File: config.mk
export PLATFORM = sky130hd
export DESIGN_NAME = audio_mixer
export DESIGN_NICKNAME = d
export VERILOG_FILES = /design/src/rtl/audio_mixer.sv
export SDC_FILE = /design/constraint.sdc
export NUM_CORES = 1
export LEC_CHECK = 0
export ABC_AREA = 1
export CORE_MARGIN = 2
export CORE_UTILIZATION = 30
export DETAILED_ROUTE_END_ITERATION = 6
export GPL_TIMING_DRIVEN = 0
export PLACE_DENSITY = 0.48
export SLEW_MARGIN = 30
export SYNTH_ARGS = -nofsm -noshare
export SYNTH_HDL_FRONTEND = slang
export SYNTH_SLANG_ARGS = --single-unit
File: constraint.sdc
create_clock -name clk -period 6.7 [get_ports clk]
set_clock_uncertainty 0.15 [all_clocks]
set_input_delay 1.34 -clock clk [delete_from_list [all_inputs] [get_ports clk]]
set_output_delay 1.34 -clock clk [all_outputs]
set_load 0.02 [all_outputs]
File: src/rtl/audio_mixer.sv
// Time-multiplexed NUM_SRC-source stereo mixer with per-source volume, saturation and MSB-justified output.
// Optional sticky clip detection is built when AUDIO_MIXER_CLIP_DETECT_EN is defined.
module audio_mixer #(
    parameter int NUM_SRC = 4,
    parameter int IN_W    = 16,
    parameter int VOL_W   = 4,
    parameter int OUT_W   = 24
) (
    input  logic                       clk,
    input  logic                       rst,
    input  logic                       next_sample,
    input  logic [NUM_SRC*IN_W-1:0]    src_left,
    input  logic [NUM_SRC*IN_W-1:0]    src_right,
    input  logic [$clog2(NUM_SRC)-1:0] vol_addr,
    input  logic [VOL_W-1:0]           vol_wrdata,
    input  logic                       vol_write,
    input  logic                       clear_flags,
    output logic [OUT_W-1:0]           left_data,
    output logic [OUT_W-1:0]           right_data,
    output logic                       out_valid,
    output logic                       busy,
    output logic                       overrun,
    output logic                       clip_l,
    output logic                       clip_r
);
    localparam int IDX_W = $clog2(NUM_SRC);
    localparam int ACC_W = IN_W + VOL_W + IDX_W + 1;
    localparam logic signed [ACC_W-1:0] SAT_MAX = ACC_W'((2 ** (IN_W - 1)) - 1);
    localparam logic signed [ACC_W-1:0] SAT_MIN = ~SAT_MAX;
    localparam logic [VOL_W-1:0]        UNITY   = VOL_W'(2 ** (VOL_W - 1));

    typedef enum logic [1:0] {S_IDLE, S_ACCUM, S_SAT} state_t;

    state_t                    r_state, w_state_next;
    logic                      w_start;
    logic [IDX_W-1:0]          r_idx;
    logic signed [ACC_W-1:0]   r_acc_l, r_acc_r;
    logic [VOL_W-1:0]          r_vol      [NUM_SRC];
    logic [VOL_W-1:0]          r_vol_snap [NUM_SRC];
    logic signed [IN_W-1:0]    r_snap_l   [NUM_SRC];
    logic signed [IN_W-1:0]    r_snap_r   [NUM_SRC];

    logic signed [ACC_W-1:0]   w_gain, w_prod_l, w_prod_r, w_shift_l, w_shift_r;
    logic                      w_hi_l, w_lo_l, w_hi_r, w_lo_r;
    logic [IN_W-1:0]           w_clamp_l, w_clamp_r;

    // NOTE: state and datapath registers use non-blocking assignments so every flop samples pre-edge values.
    always_ff @(posedge clk or posedge rst) begin
        if (rst) r_state <= S_IDLE;
        else     r_state <= w_state_next;
    end

    // NOTE: defaults come first so no path leaves an output unassigned and no latch is inferred.
    always_comb begin
        w_state_next = r_state;
        w_start      = 1'b0;
        case (r_state)
            S_IDLE: begin
                if (next_sample) begin
                    w_start      = 1'b1;
                    w_state_next = S_ACCUM;
                end
            end
            S_ACCUM: if (r_idx == IDX_W'(NUM_SRC - 1)) w_state_next = S_SAT;
            S_SAT:   w_state_next = S_IDLE;
            default: w_state_next = S_IDLE;
        endcase
    end

    assign busy = (r_state != S_IDLE);

    always_ff @(posedge clk or posedge rst) begin
        if (rst) begin
            for (int i = 0; i < NUM_SRC; i++) r_vol[i] <= UNITY;
        end else begin
            for (int i = 0; i < NUM_SRC; i++)
                if (vol_write && vol_addr == IDX_W'(i)) r_vol[i] <= vol_wrdata;
        end
    end

    // NOTE: snapshot storage is not reset; it is always written at frame start before it is read.
    always_ff @(posedge clk) begin
        if (w_start) begin
            for (int i = 0; i < NUM_SRC; i++) begin
                r_snap_l[i]   <= src_left[i*IN_W +: IN_W];
                r_snap_r[i]   <= src_right[i*IN_W +: IN_W];
                r_vol_snap[i] <= r_vol[i];
            end
        end
    end

    // Volume is unsigned: zero-extend before the signed multiply.
    assign w_gain   = ACC_W'($signed({1'b0, r_vol_snap[r_idx]}));
    assign w_prod_l = ACC_W'(r_snap_l[r_idx]) * w_gain;
    assign w_prod_r = ACC_W'(r_snap_r[r_idx]) * w_gain;

    assign w_shift_l = r_acc_l >>> (VOL_W - 1);
    assign w_shift_r = r_acc_r >>> (VOL_W - 1);
    assign w_hi_l    = w_shift_l > SAT_MAX;
    assign w_lo_l    = w_shift_l < SAT_MIN;
    assign w_hi_r    = w_shift_r > SAT_MAX;
    assign w_lo_r    = w_shift_r < SAT_MIN;
    assign w_clamp_l = w_hi_l ? SAT_MAX[IN_W-1:0] : (w_lo_l ? SAT_MIN[IN_W-1:0] : w_shift_l[IN_W-1:0]);
    assign w_clamp_r = w_hi_r ? SAT_MAX[IN_W-1:0] : (w_lo_r ? SAT_MIN[IN_W-1:0] : w_shift_r[IN_W-1:0]);

    always_ff @(posedge clk or posedge rst) begin
        if (rst) begin
            r_idx      <= '0;
            r_acc_l    <= '0;
            r_acc_r    <= '0;
            left_data  <= '0;
            right_data <= '0;
            out_valid  <= 1'b0;
        end else begin
            out_valid <= 1'b0;
            if (w_start) begin
                r_idx   <= '0;
                r_acc_l <= '0;
                r_acc_r <= '0;
            end else if (r_state == S_ACCUM) begin
                r_idx   <= r_idx + IDX_W'(1);
                r_acc_l <= r_acc_l + w_prod_l;
                r_acc_r <= r_acc_r + w_prod_r;
            end else if (r_state == S_SAT) begin
                left_data  <= OUT_W'(w_clamp_l) << (OUT_W - IN_W);
                right_data <= OUT_W'(w_clamp_r) << (OUT_W - IN_W);
                out_valid  <= 1'b1;
            end
        end
    end

    // Sticky flags: a set event in the same cycle as clear_flags wins.
    always_ff @(posedge clk or posedge rst) begin
        if (rst)                      overrun <= 1'b0;
        else if (next_sample && busy) overrun <= 1'b1;
        else if (clear_flags)         overrun <= 1'b0;
    end

`ifdef AUDIO_MIXER_CLIP_DETECT_EN
    always_ff @(posedge clk or posedge rst) begin
        if (rst) begin
            clip_l <= 1'b0;
            clip_r <= 1'b0;
        end else begin
            if (r_state == S_SAT && (w_hi_l || w_lo_l)) clip_l <= 1'b1;
            else if (clear_flags)                       clip_l <= 1'b0;
            if (r_state == S_SAT && (w_hi_r || w_lo_r)) clip_r <= 1'b1;
            else if (clear_flags)                       clip_r <= 1'b0;
        end
    end
`else
    assign clip_l = 1'b0;
    assign clip_r = 1'b0;
`endif

endmodule

==> impl_metrics.toml <==
[grt]
grt_max_degree = 95
track_usage_pct = 17.80
grt_pass1_wl_um = 77070
grt_pass1_vias = 13280
overflow = 0
antenna_found_initial = 0

[routing]
vias = 12700
drtPass1Iterations = 5
drt_wl_total_um = 48650
avgViaCountPerCell = 4.568
drtIter0Drc = 667
wl_per_cell_um = 17.50
drc = 0
ant_nets = 0

[synth]
ys_types = 37
synth_edf_count = 144
synth.top_cells.by_area = "edfxtp_1 27%, dfrtp_1 15%, fa_1 14%, nand2_1 11%, inv_1 7.3%"
async_flop_share_pct = 40.98
synth-seq-cells = 244
syn_area_sq_um = 16280
synthCells = 1835
seq_area_frac_synth_pct = 41.96
ys.flop_type = "edfxtp_1"
avgSynthCellArea_sq_um = 8.872
yosysTopAreaCellShare_pct = 26.56
ys_warn_count = 0
synth.largest_area_cell = "edfxtp_1"

[clocking]
insertion_delay_ps = 590
cts_root_buf = "clkbuf_16"
tritoncts = "done"
cts_max_path_buffers = 3
holdBufCountCts = 0
post-cts-setup-buffers = 0
cts.clk_slew.worst_paths_ps = 60
htreeDepth = 1
numCtsBuffers = 30
cts_resized = 0
cts_sinks = 244

[placement]
port-buffer-count = 173
place_congestion = 0.8728
place_hpwl_um = 37330
dp_cells = 2723

[timing]
setup-violations-final = 0
rsz0062_at_grt = "no"
worstMarginPinSlew_ps = 877.8
final_hold_viol_count = 0
fmax_ghz = 0.1856
maxSlewHeadroom_pct = 41.48
maxSlewViolCount = 0
period_needed_ps = 5388
final.period_utilization_pct = 80.42

[final_layout]
diodes = 0
multi_input_area_sq_um = 7896
fillers = 5448
nNetsFinal = 2403
finalNonFillerCells = 2779
layout_common_cells = "495 x nand2_1, 314 x inv_1, 190 x nor2_1"
final_layout_size_suffix_gt1_share_pct = 6.289
seqCellArea_sq_um = 6832
final_common_cell = "nand2_1"
area_growth_syn_to_layout_pct = 23.22

[critical_path]
startpoint_type = "flop"
cp.arrival_ps = 5710
critPathTopFamily = "adder cells"
crit_fanout = 10
cpPeakStageDelay_ps = 600
critical_path_class = "reg2reg"
worstPathRequired_ps = 7020
cp.buffers_inverters = 6
crit_chain = "inv_2, buf_4, o21ai_0, o22ai_1, inv_1, nor2_1, fa_1, fa_1, inv_1, fa_1, inv_1, ha_1, nand2_1, nor2_1, inv_1, nor2_1, nand3b_1, nand3_1, nand2_1, nand3_1, nand2_1"
critPathCaptureType = "flop"
cp_slowest_cell = "nor2_1"
crit_top_cell = "inv_1"

[die]
start_util_pct = 30.31
die_width_um = 237.0
num_io_pins = 192
dieArea_sq_um = 56150
fp-row-count = 85
coreArea_sq_um = 53710
die_height_um = 237.0

[job]
maxCapViolCount = 0

[status]
status = "completed"

[min_path]
hp-class = "reg2reg"
metal layers:
metal	vias up	global-route usage, %	wire [um]
met5	-	0	0
met4	0	3.913	1180
met3	72	2.716	2741
met2	310	29.71	22320
met1	6088	24.42	22410
li1	6225	-	-
final timing paths:
check                          from                to  slack, ps  cells past startpoint
min in group asynchronous       rst    right_data[23]        990                      2
hold reg to reg            r_vol[9]  r_vol_snap[1][1]        310                      0
setup / recovery           r_idx[1]       r_acc_l[21]       1310                     21
hold / removal             r_vol[9]  r_vol_snap[1][1]        310                      0
setup reg to reg           r_idx[1]       r_acc_l[21]       1310                     21
max in group asynchronous       rst       r_acc_l[12]       4760                      3
metrics by stage:
stage / cell area (sq um) / utilization [%] / setup WS, ps / hold WS (ps) / setup TNS, ps
3_5_place_dp: 19020 / 35.41 / 1014 / 287.6 / 0
4_1_cts: 20060 / 37.35 / 982.1 / 303.5 / 0
2_1_floorplan: 16340 / - / 1362 / 275.3 / 0
6_report: 20060 / 37.35 / 1312 / 306.6 / 0
3_3_place_gp: 18950 / 35.28 / -1211 / 282.1 / -61480
5_1_grt: 20060 / 37.35 / 855.0 / 316.5 / 0
state kept, by name, summed over array words and instances, names as in the netlist:
signal      flops
r_state         2
r_acc_l        23
r_vol_snap     16
right_data     16
overrun         1
r_vol          16
out_valid       1
r_snap_r       64
r_snap_l       64
left_data      16
r_acc_r        23
r_idx           2
area by class of cell:
type	instances	area share, %
multi-input combinational	1216	39.36
sequential	244	34.05
timing repair buffer	175	8.906
inverter	326	6.174
tap	696	4.341
clock buffer	39	4.160
buffer	66	1.971
clock inverter	17	1.035
synth_stat cells (3+ instances only):
cell and number:
o21ai_1 14, clkbuf_1 12, buf_4 22, xor2_1 4
nand2_1 495, a21oi_1 72, dfstp_2 4, o31ai_1 3
nand3b_1 8, dfrtp_1 96, buf_6 4, fa_1 112
a32oi_1 6, nand4_1 10, buf_2 28, o22ai_1 4
o21ai_0 72, xnor2_1 4, nor2_1 191, inv_2 10
a32o_1 26, ha_1 93, edfxtp_1 144, nor3_1 9
nand3_1 56, o21bai_1 5, inv_1 316
worst reg2reg max path, cell delays in order, from the launching register on:
cell and delay [ps]:
dfrtp_1 460, inv_2 180, buf_4 230, o21ai_0 110
o22ai_1 390, inv_1 200, nor2_1 600, fa_1 570
fa_1 540, inv_1 50, fa_1 490, inv_1 50
ha_1 360, nand2_1 130, nor2_1 140, inv_1 70
nor2_1 130, nand3b_1 120, nand3_1 100, nand2_1 50
nand3_1 80, nand2_1 60
cells by family (layout without fill, tap and decap cells):
kind of cell    count (synthesis)  after routing  share of synthesized area, %
buf+inv                       392            623                         9.945
simple gates                  777            777                         18.87
fa+ha+maj                     205            205                         20.92
xor+xnor                        8              8                        0.4303
flops                         244            244                         41.96
compound gates                208            208                         7.847
other cells                     1             18                       0.02303
Power is not shown: default switching activity piles up to over one toggle a cycle in this logic, so the estimate is an artifact.
